File: config.mk
export PLATFORM = sky130hd
export DESIGN_NAME = iccm_prog_loader
export DESIGN_NICKNAME = d
export VERILOG_FILES = /design/src/rtl/iccm_prog_loader_pkg.sv /design/src/rtl/word_assembler.sv /design/src/rtl/iccm_prog_loader.sv
export SDC_FILE = /design/constraint.sdc
export NUM_CORES = 1
export LEC_CHECK = 0
export CAP_MARGIN = 10
export CORE_MARGIN = 10
export CORE_UTILIZATION = 30
export DETAILED_ROUTE_END_ITERATION = 12
export SETUP_SLACK_MARGIN = 0.5
export SLEW_MARGIN = 20
export SYNTH_ARGS = -nofsm -noshare
export SYNTH_HDL_FRONTEND = slang
export SYNTH_HIERARCHICAL = 1
export SYNTH_SLANG_ARGS = --single-unit
File: constraint.sdc
create_clock -name clk_i -period 1.6 [get_ports clk_i]
set_input_delay 0.32 -clock clk_i [delete_from_list [all_inputs] [get_ports clk_i]]
set_output_delay 0.32 -clock clk_i [all_outputs]
set_load 0.005 [all_outputs]
File: src/rtl/iccm_prog_loader_pkg.sv
// Shared types and constants for the ICCM program loader.
// Holds the loader state encoding and the default end-of-program marker.
package prog_loader_pkg;

  typedef enum logic [1:0] {
    COLLECT = 2'd0,
    WRITE   = 2'd1,
    CHECK   = 2'd2,
    DONE    = 2'd3
  } loader_state_e;

  localparam logic [31:0] END_WORD_DEFAULT = 32'h0000_0FFF;

endpackage

File: src/rtl/word_assembler.sv
// Collects four bytes, least significant first, into one 32-bit word.
// word_valid_o pulses combinationally together with the fourth byte.
module word_assembler (
  input  logic        clk_i,
  input  logic        rst_i,
  input  logic        byte_valid_i,
  input  logic [7:0]  byte_data_i,
  output logic        word_valid_o,
  output logic [31:0] word_o
);

  logic [1:0]  idx_reg;
  logic [1:0]  idx_next;
  logic [23:0] lanes;

  assign idx_next = idx_reg + 2'd1;

  always_ff @(posedge clk_i) begin
    if (rst_i) begin
      idx_reg <= 2'd0;
    end else if (byte_valid_i) begin
      idx_reg <= idx_next;
    end
  end

  // The top byte lane is never stored: it is taken straight from the input.
  generate
    for (genvar gi = 0; gi < 3; gi++) begin : g_lane
      logic [7:0] lane_reg;

      always_ff @(posedge clk_i) begin
        if (rst_i) begin
          lane_reg <= 8'd0;
        end else if (byte_valid_i && (idx_reg == 2'(gi))) begin
          lane_reg <= byte_data_i;
        end
      end

      assign lanes[gi*8 +: 8] = lane_reg;
    end
  endgenerate

  assign word_valid_o = byte_valid_i && (idx_reg == 2'd3);
  assign word_o       = {byte_data_i, lanes};

endmodule

File: src/rtl/iccm_prog_loader.sv
// Streams a little-endian byte program into ICCM until the end marker word.
// Optional trailing checksum check is enabled by defining LOADER_CHECKSUM_EN.
module iccm_prog_loader
  import prog_loader_pkg::*;
#(
  parameter int          ADDR_W   = 13,
  parameter logic [31:0] END_WORD = END_WORD_DEFAULT
) (
  input  logic              clk_i,
  input  logic              rst_i,
  input  logic              rx_valid_i,
  input  logic [7:0]        rx_data_i,
  output logic              rx_ready_o,
  output logic              iccm_we_o,
  output logic [ADDR_W-1:0] iccm_addr_o,
  output logic [31:0]       iccm_wdata_o,
  output logic              prog_done_o,
  output logic              ovf_err_o,
  output logic              chk_err_o
);

  // One extra count bit so "ICCM completely full" is distinguishable from zero.
  localparam int CNT_W = ADDR_W + 1;
  localparam logic [CNT_W-1:0] CNT_FULL = {1'b1, {ADDR_W{1'b0}}};

  loader_state_e    state_reg;
  loader_state_e    state_next;
  logic [CNT_W-1:0] cnt_reg;
  logic [31:0]      wdata_reg;
  logic             ovf_reg;
  logic             ovf_set;
  logic             accept;
  logic             word_valid;
  logic [31:0]      word;
  logic             is_end;

  assign rx_ready_o = !rst_i && ((state_reg == COLLECT) || (state_reg == CHECK));
  assign accept     = rx_valid_i && rx_ready_o;
  assign is_end     = (word == END_WORD);

  word_assembler u_asm (
    .clk_i        (clk_i),
    .rst_i        (rst_i),
    .byte_valid_i (accept),
    .byte_data_i  (rx_data_i),
    .word_valid_o (word_valid),
    .word_o       (word)
  );

  always_comb begin
    state_next = state_reg;
    ovf_set    = 1'b0;
    case (state_reg)
      COLLECT: begin
        if (word_valid) begin
          if (is_end) begin
`ifdef LOADER_CHECKSUM_EN
            state_next = CHECK;
`else
            state_next = DONE;
`endif
          end else if (cnt_reg == CNT_FULL) begin
            ovf_set    = 1'b1;
            state_next = DONE;
          end else begin
            state_next = WRITE;
          end
        end
      end
      WRITE: state_next = COLLECT;
      CHECK: begin
        if (word_valid) begin
          state_next = DONE;
        end
      end
      DONE:    state_next = DONE;
      default: state_next = COLLECT;
    endcase
  end

  always_ff @(posedge clk_i) begin
    if (rst_i) begin
      state_reg <= COLLECT;
      cnt_reg   <= '0;
      wdata_reg <= '0;
      ovf_reg   <= 1'b0;
    end else begin
      state_reg <= state_next;
      if ((state_reg == COLLECT) && word_valid) begin
        wdata_reg <= word;
      end
      if (state_reg == WRITE) begin
        cnt_reg <= cnt_reg + 1'b1;
      end
      if (ovf_set) begin
        ovf_reg <= 1'b1;
      end
    end
  end

`ifdef LOADER_CHECKSUM_EN
  logic [31:0] sum_reg;
  logic        chk_reg;

  // The sum follows the words actually written, so an overflowed tail is excluded.
  always_ff @(posedge clk_i) begin
    if (rst_i) begin
      sum_reg <= '0;
      chk_reg <= 1'b0;
    end else begin
      if (state_reg == WRITE) begin
        sum_reg <= sum_reg + wdata_reg;
      end
      if ((state_reg == CHECK) && word_valid && (word != sum_reg)) begin
        chk_reg <= 1'b1;
      end
    end
  end

  assign chk_err_o = chk_reg;
`else
  assign chk_err_o = 1'b0;
`endif

  assign iccm_we_o    = (state_reg == WRITE);
  assign iccm_addr_o  = iccm_we_o ? cnt_reg[ADDR_W-1:0] : '0;
  assign iccm_wdata_o = iccm_we_o ? wdata_reg : '0;
  assign prog_done_o  = (state_reg == DONE);
  assign ovf_err_o    = ovf_reg;

endmodule

==> flow_metrics.env, run 1 <==
export IMPL_synth_area_top_cells="dfxtp_1 43%, and2_1 8.4%, nand2_1 7.5%"
export IMPL_drive_above_1_share_pct=56.0
export IMPL_antenna_found_initial=0
export IMPL_use_met2_pct=21.4
export IMPL_die_y_um=128
export IMPL_cts_sinks=75
export IMPL_endpoint_kind="output pin"
export IMPL_violations="setup timing"
export IMPL_clk_latency_ns=0.33
export IMPL_clk_pin_slew_worst_paths_ns=0.06
export IMPL_syn_to_final_growth_pct=70.4
export IMPL_vias=3119
export IMPL_crit_type="reg2out"
export IMPL_min_to="wdata_reg[16]"
export IMPL_grt_max_degree=44
export IMPL_dr_first_iter_drc_count=238
export IMPL_grt_use_met3_pct=3.10
export IMPL_critical_path_startpoint="state_reg[0]"
export IMPL_portBuffers=59
export IMPL_synthArstFlopShare_pct=0
export IMPL_cts_tree="built"
export IMPL_netSwitchingFraction_pct=22.5
export IMPL_gp_congestion=0.795
export IMPL_synth_edf_count=0
export IMPL_dieWidth_um=128
export IMPL_drc=0
export IMPL_final_antenna_net_count=0
export IMPL_synth_compound_area_share_pct=6.87
export IMPL_ys_dominant_reg_cell="dfxtp_1"
export IMPL_fin_crit_sh_pct=114
export IMPL_cts_hold_buf=0
export IMPL_synth_top_family_by_area="simple AND/OR/NAND/NOR gates"
export IMPL_largest_reg_flops=32
export IMPL_dp_cells=603
export IMPL_fmax_mhz=548
export IMPL_min_period_ns=1.82
export IMPL_yosysWarnings=6
export IMPL_worstSetupStartpointType="flop"
export IMPL_instances_no_fill=661
export IMPL_yosys_register_bits=75
export IMPL_crit_required_ns=1.28
export IMPL_final_hold_viol_count=0
export IMPL_dp_hpwl_um=6480
export IMPL_fin_skew_ns=0.00661
export IMPL_r2r_slack_ns=-0.20
export IMPL_io_pin_count=61
export IMPL_synthSimpleGateAreaFrac_pct=31.9
export IMPL_synth_xor_area_share_pct=2.50
export IMPL_power_frac_clock_pct=48.7
export IMPL_grt_pass1_vias=3144
export IMPL_hold_depth=2
export IMPL_seq_power_share_pct=45.5
export IMPL_cts_path_max_buffers=2
export IMPL_maxSlewViolCount=0
export IMPL_r2r_start="state_reg[0]"
export IMPL_crit_fanout=4
export IMPL_synthAdderAreaFrac_pct=2.15
export IMPL_yosysTopAreaCellShare_pct=42.9
export IMPL_coreArea_sq_um=11400
export IMPL_synth_distinct_cells=38
export IMPL_rsz0062_at_grt="true"
export IMPL_synth_area_mux_share_pct=7.16
export IMPL_top_usage_layer="met2"
export IMPL_peakVddDrop_uv=459
export IMPL_avgSynthCellArea_sq_um=8.55
export IMPL_final_cell_mix="70 x buf_6, 62 x dfxtp_1, 45 x and2_4"
export IMPL_viasPerCell=4.72
export IMPL_syn_area_sq_um=3500
export IMPL_setup_viol=79
export IMPL_dieArea_sq_um=16400
export IMPL_p_int_mw=3.25
export IMPL_htreeDepth=3
export IMPL_powerDensity_nw_per_um2=704
export IMPL_fin_ws_ns=-0.224
export IMPL_initial_utilization_pct=30.6
export IMPL_r2r_end="wdata_reg[22]"
export IMPL_grt_ovfl_total=0
export IMPL_synth_top_cell_by_area="dfxtp_1"
export IMPL_hold_class="reg2reg"
export IMPL_diodes=0
export IMPL_drt_pass1_iterations=6
export IMPL_crit_arrival_ns=1.50
export IMPL_grt_pass1_wl_um=16200
export IMPL_grtUsageMet1_pct=14.0
export IMPL_synth_nets=426
export IMPL_status="finished with violations"
export IMPL_grt_usage_pct=12.3
export IMPL_yosysSeqAreaShare_pct=42.9
export IMPL_cts_buffers=9
export IMPL_postSynthCellCount=409
export IMPL_placementRows=39
export IMPL_r2r_cells=11
export IMPL_power_switching_mw=0.944
export IMPL_worstHoldStart="wdata_reg[16]"
export IMPL_root_buffer="clkbuf_16"
export IMPL_combPwrFrac_pct=5.8
export IMPL_max_cap_viol_count=0
export IMPL_layout_commonest_cell="buf_6"
export IMPL_wl_um=11000
export IMPL_power_leakage_nw=2.75
export IMPL_nNetsFinal=530
export IMPL_wl_per_cell_um=16.6
export IMPL_place_ws_ns=-0.197
-- routing by layer --
metal,routed length (um),up-vias
met5,0,-
met4,238,0
met3,458,18
met2,5690,65
met1,4620,1499
li1,-,1537
-- synth_stat cells, types with 5 or more instances --
library cell,instances
nor3_1,5
nand2_1,70
inv_1,12
and2_1,47
clkbuf_1,14
nor2_1,16
nor4_1,6
buf_2,7
nand2b_1,34
xnor2_1,8
buf_4,9
a21oi_1,38
dfxtp_1,75
mux2i_1,25
ha_1,6
-- power groups by stage --
stage	clock, mW	combinational [mW]	sequential (mW)
2_1_floorplan	0	0.125	1.94
3_3_place_gp	0	0.180	1.94
3_5_place_dp	0	0.184	1.94
4_1_cts	2.09	0.198	1.90
5_1_grt	2.16	0.257	1.91
6_report	2.04	0.243	1.91
-- stage by stage --
step / area [sq um] / power, mW / hold slack, ns / util (%) / TNS (ns)
3_5_place_dp: 4500 / 2.12 / 0.450 / 39.4 / -9.77
3_3_place_gp: 4500 / 2.12 / 0.448 / 39.4 / -8.60
2_1_floorplan: 3770 / 2.06 / 0.434 / - / -0.159
6_report: 5960 / 4.19 / 0.468 / 52.2 / -11.19
4_1_cts: 5250 / 4.18 / 0.464 / 46.0 / -11.69
5_1_grt: 5960 / 4.33 / 0.484 / 52.2 / -15.80
-- layout make-up --
class / count / area [sq um]
fill: 984 / 5460
multi-input combinational: 290 / 2450
sequential: 75 / 1530
timing repair buffer: 125 / 1450
clock buffer: 11 / 243
tap: 143 / 179
clock inverter: 5 / 60.1
inverter: 12 / 45.0
-- critical path, stage by stage, from the launching register on --
cell and delay (ns):
dfxtp_4 0.34, and2b_2 0.23, buf_6 0.14, buf_6 0.11
buf_6 0.10, and2_4 0.14, buf_6 0.11
-- how the worst max path moves through the flow --
stage / to / depth (start not counted)
after floorplan: wdata_reg[10] / 11
after detailed placement: wdata_reg[31] / 8
final: iccm_wdata_o[15] / 6
after global routing: iccm_wdata_o[14] / 6
after CTS: iccm_wdata_o[1] / 4
after global placement: wdata_reg[14] / 8
-- kinds of logic after synthesis --
| group | after synthesis |
|---|---|
| AND/OR/NAND/NOR | 204 |
| flip-flops | 75 |
| AO/OA/AOI/OAI | 44 |
| buffers and inverters | 44 |
| multiplexers | 25 |
| XOR/XNOR | 10 |
| adder cells (fa/ha/maj) | 6 |
| other | 1 |
-- timing repair --
action,4_1_cts,5_1_grt
gates cloned,5,4
gates resized for setup,163,229
pin swaps,21,60
setup endpoints to repair,124,124
buffers inserted,16,17
(Power assumes the default switching activity.)
==> inputs of run 2 (changes only) <==
--- a/config.mk
+++ b/config.mk
@@ -5,6 +5,7 @@
 export SDC_FILE = /design/constraint.sdc
 export NUM_CORES = 1
 export LEC_CHECK = 0
+export ABC_CLOCK_PERIOD_IN_PS = 1950
 export CAP_MARGIN = 10
 export CORE_MARGIN = 10
 export CORE_UTILIZATION = 30
==> constraint.sdc (replaced) <==
create_clock -name clk_i -period 1.95 [get_ports clk_i]
set_input_delay 0.39 -clock clk_i [delete_from_list [all_inputs] [get_ports clk_i]]
set_output_delay 0.39 -clock clk_i [all_outputs]
set_load 0.005 [all_outputs]
==> run 2 against run 1 <==
Net effect:
- the run now ends clean
- critical endpoint is now iccm_wdata_o[29]
- sequential share of layout area grew 0.93 points
- sequential power decreased by 18%
- cell count shrank 3.6%
- combinational power is 35% lower
- non-clock buffer count is 24 lower
- power shrank 20%
- critical path type unchanged
- highest routed layer unchanged
- die area unchanged
==> flow_metrics.env, run 2 (synthesis results as in run 1) <==
export IMPL_final_hold_viol_count=0
export IMPL_coreArea_sq_um=11400
export IMPL_status="finished clean"
export IMPL_crit_type="reg2out"
export IMPL_critPathSlowestCell="dfxtp_2"
export IMPL_dr_first_iter_drc_count=238
export IMPL_io_pin_count=61
export IMPL_final_cell_mix="69 x dfxtp_1, 57 x buf_6, 47 x and2_4"
export IMPL_cts_tree="built"
export IMPL_wl_per_cell_um=16.5
export IMPL_syn_to_final_growth_pct=62.2
export IMPL_cpPeakStageDelay_ns=0.33
export IMPL_clk_pin_slew_worst_paths_ns=0.06
export IMPL_grt_pass1_vias=2912
export IMPL_largest_reg_flops=32
export IMPL_whs_ns=0.464
export IMPL_critPathTopFamily="buffers and inverters"
export IMPL_drive_above_1_share_pct=51.8
export IMPL_vias=3003
export IMPL_grt_pass1_wl_um=15200
export IMPL_die_y_um=128
export IMPL_max_cap_viol_count=0
export IMPL_placementRows=39
export IMPL_clk_latency_ns=0.34
export IMPL_cts_sinks=75
export IMPL_root_buffer="clkbuf_16"
export IMPL_final_antenna_net_count=0
export IMPL_tns_ns=0
export IMPL_portBuffers=59
export IMPL_critPathMostFrequentCell="buf_12"
export IMPL_crit_fanout=8
export IMPL_hold_class="reg2reg"
export IMPL_wl_um=10500
export IMPL_min_period_ns=1.90
export IMPL_grt_max_degree=85
export IMPL_power_leakage_nw=2.66
export IMPL_dieArea_sq_um=16400
export IMPL_worstSetupStartpointType="flop"
export IMPL_crit_arrival_ns=1.51
export IMPL_cp_num_buf_inv=4
export IMPL_dieWidth_um=128
export IMPL_initial_utilization_pct=30.6
export IMPL_maxSlewViolCount=0
export IMPL_grt_ovfl_total=0
export IMPL_cts_path_max_buffers=2
export IMPL_dp_hpwl_um=6000
export IMPL_fmax_mhz=527
export IMPL_grt_usage_pct=11.5
export IMPL_crit_required_ns=1.56
export IMPL_htreeDepth=3
export IMPL_cts_hold_buf=0
export IMPL_fin_skew_ns=0.0106
export IMPL_nFillCells=1030
export IMPL_diodes=0
export IMPL_viasPerCell=4.71
export IMPL_peakVddDrop_uv=429
export IMPL_nNetsFinal=506
export IMPL_path_cells="and2b_4 -> buf_12 -> buf_12 -> buf_16 -> and2_4 -> buf_6"
export IMPL_fin_crit_sh_pct=97.3
export IMPL_drc=0
export IMPL_rsz0062_at_grt="true"
export IMPL_antenna_found_initial=0
export IMPL_layout_commonest_cell="dfxtp_1"
export IMPL_cts_buffers=9
export IMPL_drt_pass1_iterations=4
export IMPL_powerDensity_nw_per_um2=592
export IMPL_endpoint_kind="output pin"
export IMPL_setup_viol=0
export IMPL_gp_congestion=0.762
-- run 2: cell types whose count changed in the layout (fill, tap and decap cells not counted), sizes merged --
cell / change
bufinv: -1
buf: -22
clkbuf: -5
clkinv: +1
dlygate4sd2: +1
inv: +2
-- run 2: worst paths after layout --
path	from	end	slack [ns]	cells past startpoint
worst max-delay path	state_reg[1]	iccm_wdata_o[29]	0.05	6
worst min register to register	wdata_reg[16]	wdata_reg[16]	0.46	2
worst max register to register	state_reg[1]	cnt_reg[8]	0.16	9
worst min-delay path	wdata_reg[16]	wdata_reg[16]	0.46	2
-- run 2: worst min-delay path, stage by stage, from the launching register on --
cell and delay, ns:
dfxtp_1 0.31, nand2_1 0.07, a21oi_2 0.04
-- run 2: metrics by stage --
step	area, sq um	cells	utilization, %	worst slack [ns]	total power, mW
detailed placement	4240	589	37.1	0.106	1.73
global route	5670	637	49.7	0.0192	3.46
floorplan	3570	409	-	0.271	1.70
CTS	4810	623	42.1	0.0518	3.35
global placement	4240	589	37.1	0.143	1.73
finish	5670	637	49.7	0.0536	3.35
-- run 2: where the power goes --
group / leakage [nW] / total, mW / internal, mW / switching, mW
registers: 0.608 / 1.57 / 1.55 / 0.0215
clock network: 0.138 / 1.63 / 0.895 / 0.731
logic: 1.92 / 0.158 / 0.0668 / 0.0915
total: 2.66 / 3.35 / 2.51 / 0.844
-- run 2: per-layer routing --
metal,track usage (%),routed length [um]
met1,13.0,4230
met3,3.10,498
met4,3.71,193
met2,20.4,5560
met5,0,0
-- run 2: layout make-up --
type,instances,area [sq um],area share (%)
clock buffers,9,225,3.97
clock inverters,7,68.8,1.21
inverters,12,45.0,0.794
multi-input cells,290,2390,42.1
flip-flops and latches,75,1510,26.6
well taps,143,179,3.15
repair buffers,101,1260,22.1
-- run 2: timing repair --
| item | CTS | global route |
|---|---|---|
| gates cloned | 5 | 3 |
| hold endpoints to repair | 0 | 0 |
| gates resized for setup | 235 | 195 |
| pin swaps | 31 | 93 |
| setup endpoints to repair | 88 | 93 |
| setup buffers | 13 | 11 |
==> inputs of run 3 (changes only) <==
--- a/config.mk
+++ b/config.mk
@@ -8,8 +8,10 @@
 export ABC_CLOCK_PERIOD_IN_PS = 1950
 export CAP_MARGIN = 10
 export CORE_MARGIN = 10
-export CORE_UTILIZATION = 30
+export CORE_UTILIZATION = 60
 export DETAILED_ROUTE_END_ITERATION = 12
+export DONT_BUFFER_PORTS = 1
+export PLACE_DENSITY = 0.76
 export SETUP_SLACK_MARGIN = 0.5
 export SLEW_MARGIN = 20
 export SYNTH_ARGS = -nofsm -noshare
==> run 3 against run 2 <==
Net effect:
- die area decreased by 43%
- flip-flop and latch count is the same
- power shrank 20%
- largest cell class unchanged
- count of clock-buffer cells in the layout up 3
- register-to-register slack gained 0.09 ns
- core utilization increased by 27 points
- sequential share of layout area increased by 8.8 points
- maximum frequency is 9.8% higher
- cell count fell by 23%
- highest routed layer unchanged
- global-route usage up 8.1 points
- first-iteration DRC count rose by 11%
==> flow_metrics.env, run 3 (synthesis results as in run 1) <==
export IMPL_status="finished clean"
export IMPL_crit_fanout=24
export IMPL_cpPeakStageDelay_ns=0.33
export IMPL_worstSetupStartpointType="flop"
export IMPL_htreeDepth=3
export IMPL_grt_pass1_vias=2670
export IMPL_path_cells="and2b_4 -> buf_12 -> and2_1"
export IMPL_min_period_ns=1.73
export IMPL_power_leakage_nw=1.79
export IMPL_fmax_mhz=579
export IMPL_peakVddDrop_uv=604
export IMPL_placementRows=27
export IMPL_dr_wl_met2_um=4770
export IMPL_final_cell_mix="65 x dfxtp_1, 44 x and2_1, 37 x nand2_1"
export IMPL_grt_usage_pct=19.6
export IMPL_portBuffers=0
export IMPL_die_y_um=96.3
export IMPL_antenna_found_initial=0
export IMPL_dieWidth_um=96.3
export IMPL_io_pin_count=61
export IMPL_drc=0
export IMPL_final_hold_viol_count=0
export IMPL_dp_hpwl_um=5410
export IMPL_final_antenna_net_count=0
export IMPL_wl_met1_um=3940
export IMPL_cts_sinks=75
export IMPL_drive_above_1_share_pct=34.2
export IMPL_fin_crit_sh_pct=88.6
export IMPL_nNetsFinal=434
export IMPL_wl_met3_um=695
export IMPL_dieArea_sq_um=9280
export IMPL_wl_per_cell_um=19.5
export IMPL_nFillCells=343
export IMPL_multi_input_area_sq_um=2180
export IMPL_grt_max_degree=86
export IMPL_fin_ws_ns=0.223
export IMPL_tns_ns=0
export IMPL_grt_ovfl_total=0
export IMPL_wl_um=9630
export IMPL_layout_commonest_cell="dfxtp_1"
export IMPL_fin_skew_ns=0.00777
export IMPL_top_layer="met4"
export IMPL_drt_pass1_iterations=4
export IMPL_place_area_sq_um=3470
export IMPL_root_buffer="clkbuf_8"
export IMPL_powerDensity_nw_per_um2=624
export IMPL_cts_hold_buf=0
export IMPL_power_mw=2.68
export IMPL_dr_first_iter_drc_count=263
export IMPL_place_ws_ns=0.177
export IMPL_cts_buffers=9
export IMPL_maxSlewViolCount=0
export IMPL_clk_pin_slew_worst_paths_ns=0.07
export IMPL_regArea_sq_um=1520
export IMPL_cts_tree="built"
export IMPL_crit_type="reg2out"
export IMPL_critPathSlowestCell="dfxtp_2"
export IMPL_setup_viol=0
export IMPL_hold_class="in2reg"
export IMPL_max_cap_viol_count=0
export IMPL_largest_reg_flops=32
export IMPL_initial_utilization_pct=62.7
export IMPL_rsz0062_at_grt="true"
export IMPL_endpoint_kind="output pin"
export IMPL_grt_pass1_wl_um=14000
export IMPL_coreArea_sq_um=5570
export IMPL_cts_path_max_buffers=2
export IMPL_crit_required_ns=1.56
export IMPL_vias=2838
export IMPL_syn_to_final_growth_pct=22.8
export IMPL_diodes=0
export IMPL_viasPerCell=5.76
export IMPL_gp_congestion=0.823
export IMPL_clk_latency_ns=0.34
export IMPL_crit_arrival_ns=1.34
export IMPL_whs_ns=0.111
export IMPL_stdcell_area_sq_um=4300
[run 3: cell type report]
cell class / count / share of cell area (%)
Clock buffer: 12 / 3.38
Clock inverter: 3 / 0.350
Inverter: 12 / 1.11
Multi-Input combinational cell: 292 / 50.7
Sequential cell: 75 / 35.4
Tap cell: 72 / 2.10
Timing Repair Buffer: 27 / 6.90
[run 3: report_power, final]
part           leakage [nW]  switching (mW)  total [mW]  internal (mW)
registers             0.611          0.0233        1.57           1.54
logic                  1.10          0.0428      0.0891         0.0463
clock network        0.0860           0.539        1.02          0.484
total                  1.79           0.605        2.68           2.07
[run 3: layer usage]
layer  vias up  GRT usage [%]
met5         -              0
met4         0           7.99
met2        93           31.1
li1       1344              -
met3        17           6.30
met1      1384           24.0
[run 3: path summary, 6_finish.rpt]
| path | endpoint | depth (start not counted) | slack, ns | from |
|---|---|---|---|---|
| min | wdata_reg[19] | 1 | 0.11 | rst_i |
| max reg2reg | wdata_reg[10] | 9 | 0.25 | state_reg[0] |
| max | iccm_wdata_o[10] | 3 | 0.22 | state_reg[1] |
| min reg2reg | wdata_reg[18] | 2 | 0.46 | wdata_reg[18] |
[run 3: worst max-delay path, delay by kind of cell (launching register included)]
kind	cells	cell delay, ns
flops	1	0.33
simple gates	2	0.49
buf+inv	1	0.17
[run 3: per-stage QoR]
stage	cells	utilization (%)
finish	493	77.1
CTS	487	73.5
global placement	452	62.3
floorplan	409	-
global route	493	77.1
detailed placement	452	62.3
[run 3: timing repair]
| action | 4_1_cts | 5_1_grt |
|---|---|---|
| buffers inserted | 15 | 6 |
| gates resized for setup | 88 | 39 |
| endpoints found under the setup margin | 90 | 97 |
| gates cloned | 5 | 0 |
| pin swaps | 61 | 25 |
